--- config.mk ---
export PLATFORM = sky130hd
export DESIGN_NAME = t_counter
export DESIGN_NICKNAME = d
export VERILOG_FILES = /design/src/rtl/t_counter.sv
export SDC_FILE = /design/constraint.sdc
export NUM_CORES = 1
export LEC_CHECK = 0
export CAP_MARGIN = 5
export CORE_UTILIZATION = 42
export CTS_CLUSTER_SIZE = 24
export DETAILED_ROUTE_END_ITERATION = 12
export PLACE_DENSITY = 0.76
export SYNTH_ARGS = -nofsm -noshare
export SYNTH_HDL_FRONTEND = slang
export SYNTH_SLANG_ARGS = --single-unit
--- constraint.sdc ---
create_clock -name CLK -period 5.7 [get_ports CLK]
set_clock_uncertainty 0.2 [all_clocks]
set_input_delay 1.425 -clock CLK [delete_from_list [all_inputs] [get_ports CLK]]
set_output_delay 1.425 -clock CLK [all_outputs]
set_load 0.005 [all_outputs]
--- src/rtl/t_counter.sv ---
// ----------------------------------------------------------------------------
// t_counter
// Parametrised modulo-N up/down counter built from per-bit toggle registers.
// All state changes happen on the falling edge of CLK; RST clears state
// asynchronously.  Update priority at each edge: RST > LD > EN > hold.
//
// Parameters
//   WIDTH    counter width in bits (1..16)
//   MODULUS  count modulus, Q runs 0..MODULUS-1 (2..2**WIDTH)
//
// Ports
//   CLK   in   clock, falling-edge active
//   RST   in   asynchronous reset, active-high
//   EN    in   count enable
//   UP    in   direction: 1 = increment, 0 = decrement
//   LD    in   synchronous parallel load (clamped to MODULUS-1)
//   D     in   load value
//   Q     out  registered count
//   Qbar  out  bitwise complement of Q
//   TC    out  registered terminal-count pulse, high for one period after a wrap
//   TGL   out  toggle vector the next falling edge will apply to Q
//   G     out  registered Gray code of Q (only with T_COUNTER_GRAY_OUT_EN)
//
// Optional feature macro: T_COUNTER_GRAY_OUT_EN adds the G output.
// ----------------------------------------------------------------------------
module t_counter #(
   parameter int WIDTH   = 4,
   parameter int MODULUS = 16
) (
   input  logic             CLK,
   input  logic             RST,
   input  logic             EN,
   input  logic             UP,
   input  logic             LD,
   input  logic [WIDTH-1:0] D,
   output logic [WIDTH-1:0] Q,
   output logic [WIDTH-1:0] Qbar,
   output logic             TC,
   output logic [WIDTH-1:0] TGL
`ifdef T_COUNTER_GRAY_OUT_EN
   ,
   output logic [WIDTH-1:0] G
`endif
);

   // Reject illegal configurations at elaboration time.
   if ((WIDTH < 1) || (WIDTH > 16)) begin : g_bad_width
      $error("t_counter: WIDTH=%0d outside 1..16", WIDTH);
   end
   if ((MODULUS < 2) || (MODULUS > (1 << WIDTH))) begin : g_bad_modulus
      $error("t_counter: MODULUS=%0d outside 2..2**WIDTH", MODULUS);
   end

   // One extra bit so MODULUS = 2**WIDTH is representable in the load compare.
   localparam logic [WIDTH:0]   MOD_V  = (WIDTH+1)'(MODULUS);
   localparam logic [WIDTH-1:0] MAX_V  = WIDTH'(MODULUS - 1);
   localparam logic [WIDTH-1:0] ONE_V  = WIDTH'(1);
   localparam logic [WIDTH-1:0] ZERO_V = {WIDTH{1'b0}};

   logic [WIDTH-1:0] q_q;
   logic [WIDTH-1:0] q_d;
   logic             tc_q;
   logic             tc_d;
   logic [WIDTH-1:0] q_nxt;
   logic             wrap;
   logic [WIDTH-1:0] tgl;

   // Next count value and wrap detection; wrap is decided by compare against
   // MAX_V / zero, never by natural overflow of the adder.
   always_comb begin
      q_nxt = q_q;
      wrap  = 1'b0;
      if (LD) begin
         if ({1'b0, D} < MOD_V) begin
            q_nxt = D;
         end else begin
            q_nxt = MAX_V;
         end
      end else if (EN) begin
         if (UP) begin
            if (q_q == MAX_V) begin
               q_nxt = ZERO_V;
               wrap  = 1'b1;
            end else begin
               q_nxt = q_q + ONE_V;
            end
         end else begin
            if (q_q == ZERO_V) begin
               q_nxt = MAX_V;
               wrap  = 1'b1;
            end else begin
               q_nxt = q_q - ONE_V;
            end
         end
      end else begin
         q_nxt = q_q;
         wrap  = 1'b0;
      end
   end

   // Toggle vector and register inputs; toggles are suppressed while in reset.
   always_comb begin
      tgl  = ZERO_V;
      tc_d = 1'b0;
      if (RST) begin
         tgl  = ZERO_V;
         tc_d = 1'b0;
      end else begin
         tgl  = q_q ^ q_nxt;
         tc_d = wrap;
      end
      q_d = q_q ^ tgl;
   end

   // Per-bit toggle registers for the count plus the terminal-count flop.
   always_ff @(negedge CLK or posedge RST) begin
      if (RST) begin
         q_q  <= ZERO_V;
         tc_q <= 1'b0;
      end else begin
         q_q  <= q_d;
         tc_q <= tc_d;
      end
   end

   assign Q    = q_q;
   assign Qbar = ~q_q;
   assign TC   = tc_q;
   assign TGL  = tgl;

`ifdef T_COUNTER_GRAY_OUT_EN
   logic [WIDTH-1:0] g_q;
   logic [WIDTH-1:0] g_d;

   // Gray encoding of the value Q is about to take.
   always_comb begin
      g_d = q_d ^ (q_d >> 1);
   end

   // Gray output register, captured on the same edge as Q.
   always_ff @(negedge CLK or posedge RST) begin
      if (RST) begin
         g_q <= ZERO_V;
      end else begin
         g_q <= g_d;
      end
   end

   assign G = g_q;
`endif

endmodule

==> flow_summary.rst <==
.. list-table::
   :header-rows: 1

   * - Metric
     - Value
   * - Required @ worst endpoint
     - about 4.1 ns
   * - Area of the core
     - 1300 um2
   * - Detail-routed via count per cell
     - around 6.3
   * - Data arrival at the endpoint of the critical path
     - between 4 and 5 ns
   * - Clock Tree Buf Depth
     - 2
   * - Most frequently used flop master after synthesis
     - sky130_fd_sc_hd__dfrtn_1
   * - Total number of yosys warnings
     - 0
   * - Detail-routed net length per standard cell
     - roughly 23 um
   * - Fin. max-slew vios
     - 0
   * - Detailed-routing iteration count for the pre-antenna-repair pass
     - 4
   * - Global-route congestion overflow total
     - 0
   * - Number of buffers inserted during clock tree synthesis
     - 3
   * - Setup CP Type
     - register to output pin
   * - Count of nets after finishing
     - 148
   * - Leak pwr
     - between 0.5 and 0.6 nW
   * - IO buf count
     - 21
   * - Clk_lat worst skew
     - approximately 0.27 ns
   * - Power per unit of standard cell area
     - approximately 250 nW/um2
   * - Global router's overall resource usage
     - a little over two fifths
   * - First-pass GRT wire length
     - 4170 um
   * - Most common library cell in the layout ignoring fill and taps
     - sky130_fd_sc_hd__buf_4
   * - Hold EP
     - Q[1]$_DFF_NP0_
   * - Class of the most critical hold timing path
     - register to register
   * - Number of distinct library cell variants in the gate-level netlist after synthesis
     - 33
   * - Post-Synthesis Net Count
     - 84
   * - Total count of hold-check failures in the final report
     - 0
   * - Multi-input gate area in the final layout
     - 495 um2
   * - Top cells by area in the synthesized netlist
     - sky130_fd_sc_hd__dfrtn_1 (21%), sky130_fd_sc_hd__nor2_1 (5.7%), sky130_fd_sc_hd__buf_6 (5.7%)
   * - Number of fillers in the final layout
     - 33
   * - Post-Route WL
     - around 3400 um
   * - Antenna violations before repair
     - 0
   * - Area grow syn2layout
     - 110%
   * - Actual slew at the worst max-slew pin
     - a little over 0.3 ns
   * - Placement Rows
     - 13
   * - DRC viols
     - 0
   * - Sink Count
     - 5
   * - Failing checks
     - negative setup slack
   * - Number of buffers inserted by hold repair at cts
     - 0
   * - HP Start
     - Q[1]$_DFF_NP0_
   * - Vertical die dimension
     - a little under 40 um
   * - HPWL Detailed
     - 1530 um
   * - Number of enable-type register cells in the synthesized netlist
     - 0
   * - Max cap viols
     - 0
   * - Peak fanout along the critical path
     - 3
   * - Outcome
     - finished, violations left
   * - Post-synth design cell area
     - 593 um2
   * - Most frequent cells in the layout
     - sky130_fd_sc_hd__buf_4 (30), sky130_fd_sc_hd__buf_6 (16), sky130_fd_sc_hd__nor2_1 (8)
   * - Antenna Nets Post-Route
     - 0
   * - Die Wd
     - ~40 um
   * - Sum of negative setup slack
     - -3.13 ns
   * - RSZ-0062 raised after global routing
     - true
   * - Instance count of the mapped netlist
     - 73
   * - Final instance area
     - ~1200 um2
   * - Clock input transition at the sequential cells of the worst setup and hold paths
     - about 0.040 ns
   * - Cell area after placement
     - about 1000 um2
   * - Library cell with the largest summed area after synthesis
     - sky130_fd_sc_hd__dfrtn_1
   * - Number of global-route vias before repair
     - a little under 900
   * - Worst Slack Setup Final
     - -0.783 ns
   * - Post-placement setup slack
     - -0.796 ns
   * - Hold Path Cell Cnt
     - 3
   * - Antenna fix cells
     - 0
   * - Critical Path Start Type
     - register
   * - Share of synthesized area occupied by flip-flops and latches
     - about a fifth
   * - Worst Reg2Reg Path Length in Cells
     - 10
   * - Initial DRC count
     - 57
   * - Type of element capturing the critical path
     - output pin
   * - Ports
     - 22
   * - Flops & latches, synth
     - 5
   * - Highest ir drop seen on vdd
     - roughly 0.16 mV
   * - Relative slew margins
     - just under 80%
   * - Share of post-route cells with drive strength above 1
     - 58.8%
   * - Maximum number of pins on one net before global-route repair
     - 9
   * - Area taken by flip-flops and latches
     - between 100 and 150 um2
   * - CTS tree
     - done
   * - End of the worst register-to-register path
     - Q[2]$_DFF_NP0_
   * - Tightest hold margin
     - 0.587 ns
   * - Utilization after layout
     - a little over nine tenths
   * - Routability-driven placement congestion ratio
     - 0.880
   * - Clock Root Buffer
     - sky130_fd_sc_hd__clkbuf_4
   * - Reg-to-reg slack, setup
     - ~3.6 ns
   * - Average footprint of a synthesized cell
     - 8.12 um2
   * - Starting density of the core
     - 45.6%
   * - Total via count in the routed design
     - roughly 950
   * - Setup-failing EPs final
     - 6
   * - Async SR Flop Fraction
     - 100%
   * - Total number of H-tree levels
     - 1
   * - Area share of the largest cell type after synthesis
     - between 20% and 30%
   * - Total die area
     - between 1500 and 2000 um2
==> final cells by class <==
class,count,share of cell area [%]
clock buffers,4,2.11
repair buffers,64,44.2
inverters,6,2.41
multi-input cells,57,39.8
flip-flops and latches,5,10.0
well taps,15,1.51
==> per-stage QoR <==
stage,std cells,power (W)
2_1_floorplan,73,0.000119
3_3_place_gp,130,0.000190
3_5_place_dp,130,0.000196
4_1_cts,148,0.000276
5_1_grt,151,0.000322
6_report,151,0.000313
==> routing by layer <==
metal	vias to the layer above	track usage, %	part of all wire, %
met1	424	42.5	36
met3	42	11.9	11
li1	391	-	-
met2	92	75.8	45
met5	-	0	0
met4	0	22.4	8.1
==> power by group <==
part           switching, W  internal (W)  total (W)
clock             0.0000214     0.0000269  0.0000483
combinational     0.0000930      0.000120   0.000213
sequential        0.0000103     0.0000411  0.0000514
total              0.000125      0.000188   0.000313
==> cell usage after synthesis, drive strengths merged (3+ instances only) <==
master and n:
dfrtn 5, buf 3, nor2 9, nand2 6
inv 6, a21oi 3, o21ai 6, nand3 3
==> worst max-delay path, stage by stage, from the launching register on <==
cell and delay [ns]:
sky130_fd_sc_hd__dfrtn_1 0.42, sky130_fd_sc_hd__inv_4 0.10, sky130_fd_sc_hd__ha_4 0.12, sky130_fd_sc_hd__or4b_4 0.47
sky130_fd_sc_hd__nand3_2 0.10, sky130_fd_sc_hd__a21oi_2 0.06, sky130_fd_sc_hd__a311oi_2 0.28, sky130_fd_sc_hd__buf_2 0.18
==> cell families (layout without fill, tap and decap cells) <==
logic type	Yosys count	in the layout	synth area share, %
mux	4	4	7.17
fa+ha+maj	2	2	4.22
flops	5	5	21.1
simple gates	31	31	30.2
xor+xnor	2	2	2.95
buf+inv	11	74	10.8
compound gates	18	18	23.6
==> timing repair <==
action	in CTS	in global routing
pin swaps	6	6
buffers inserted	14	6
gates resized for setup	55	21
setup endpoints to repair	15	13
==> how the worst max path moves through the flow <==
| stage | to | slack, ns |
|---|---|---|
| after floorplan | TGL[1] | -0.36 |
| after global placement | TGL[0] | -0.75 |
| after detailed placement | TGL[3] | -0.80 |
| after CTS | TGL[3] | -0.71 |
| after global routing | TGL[0] | -0.82 |
| final | TGL[0] | -0.78 |
No activity file was read; power rests on OpenSTA's default activity.
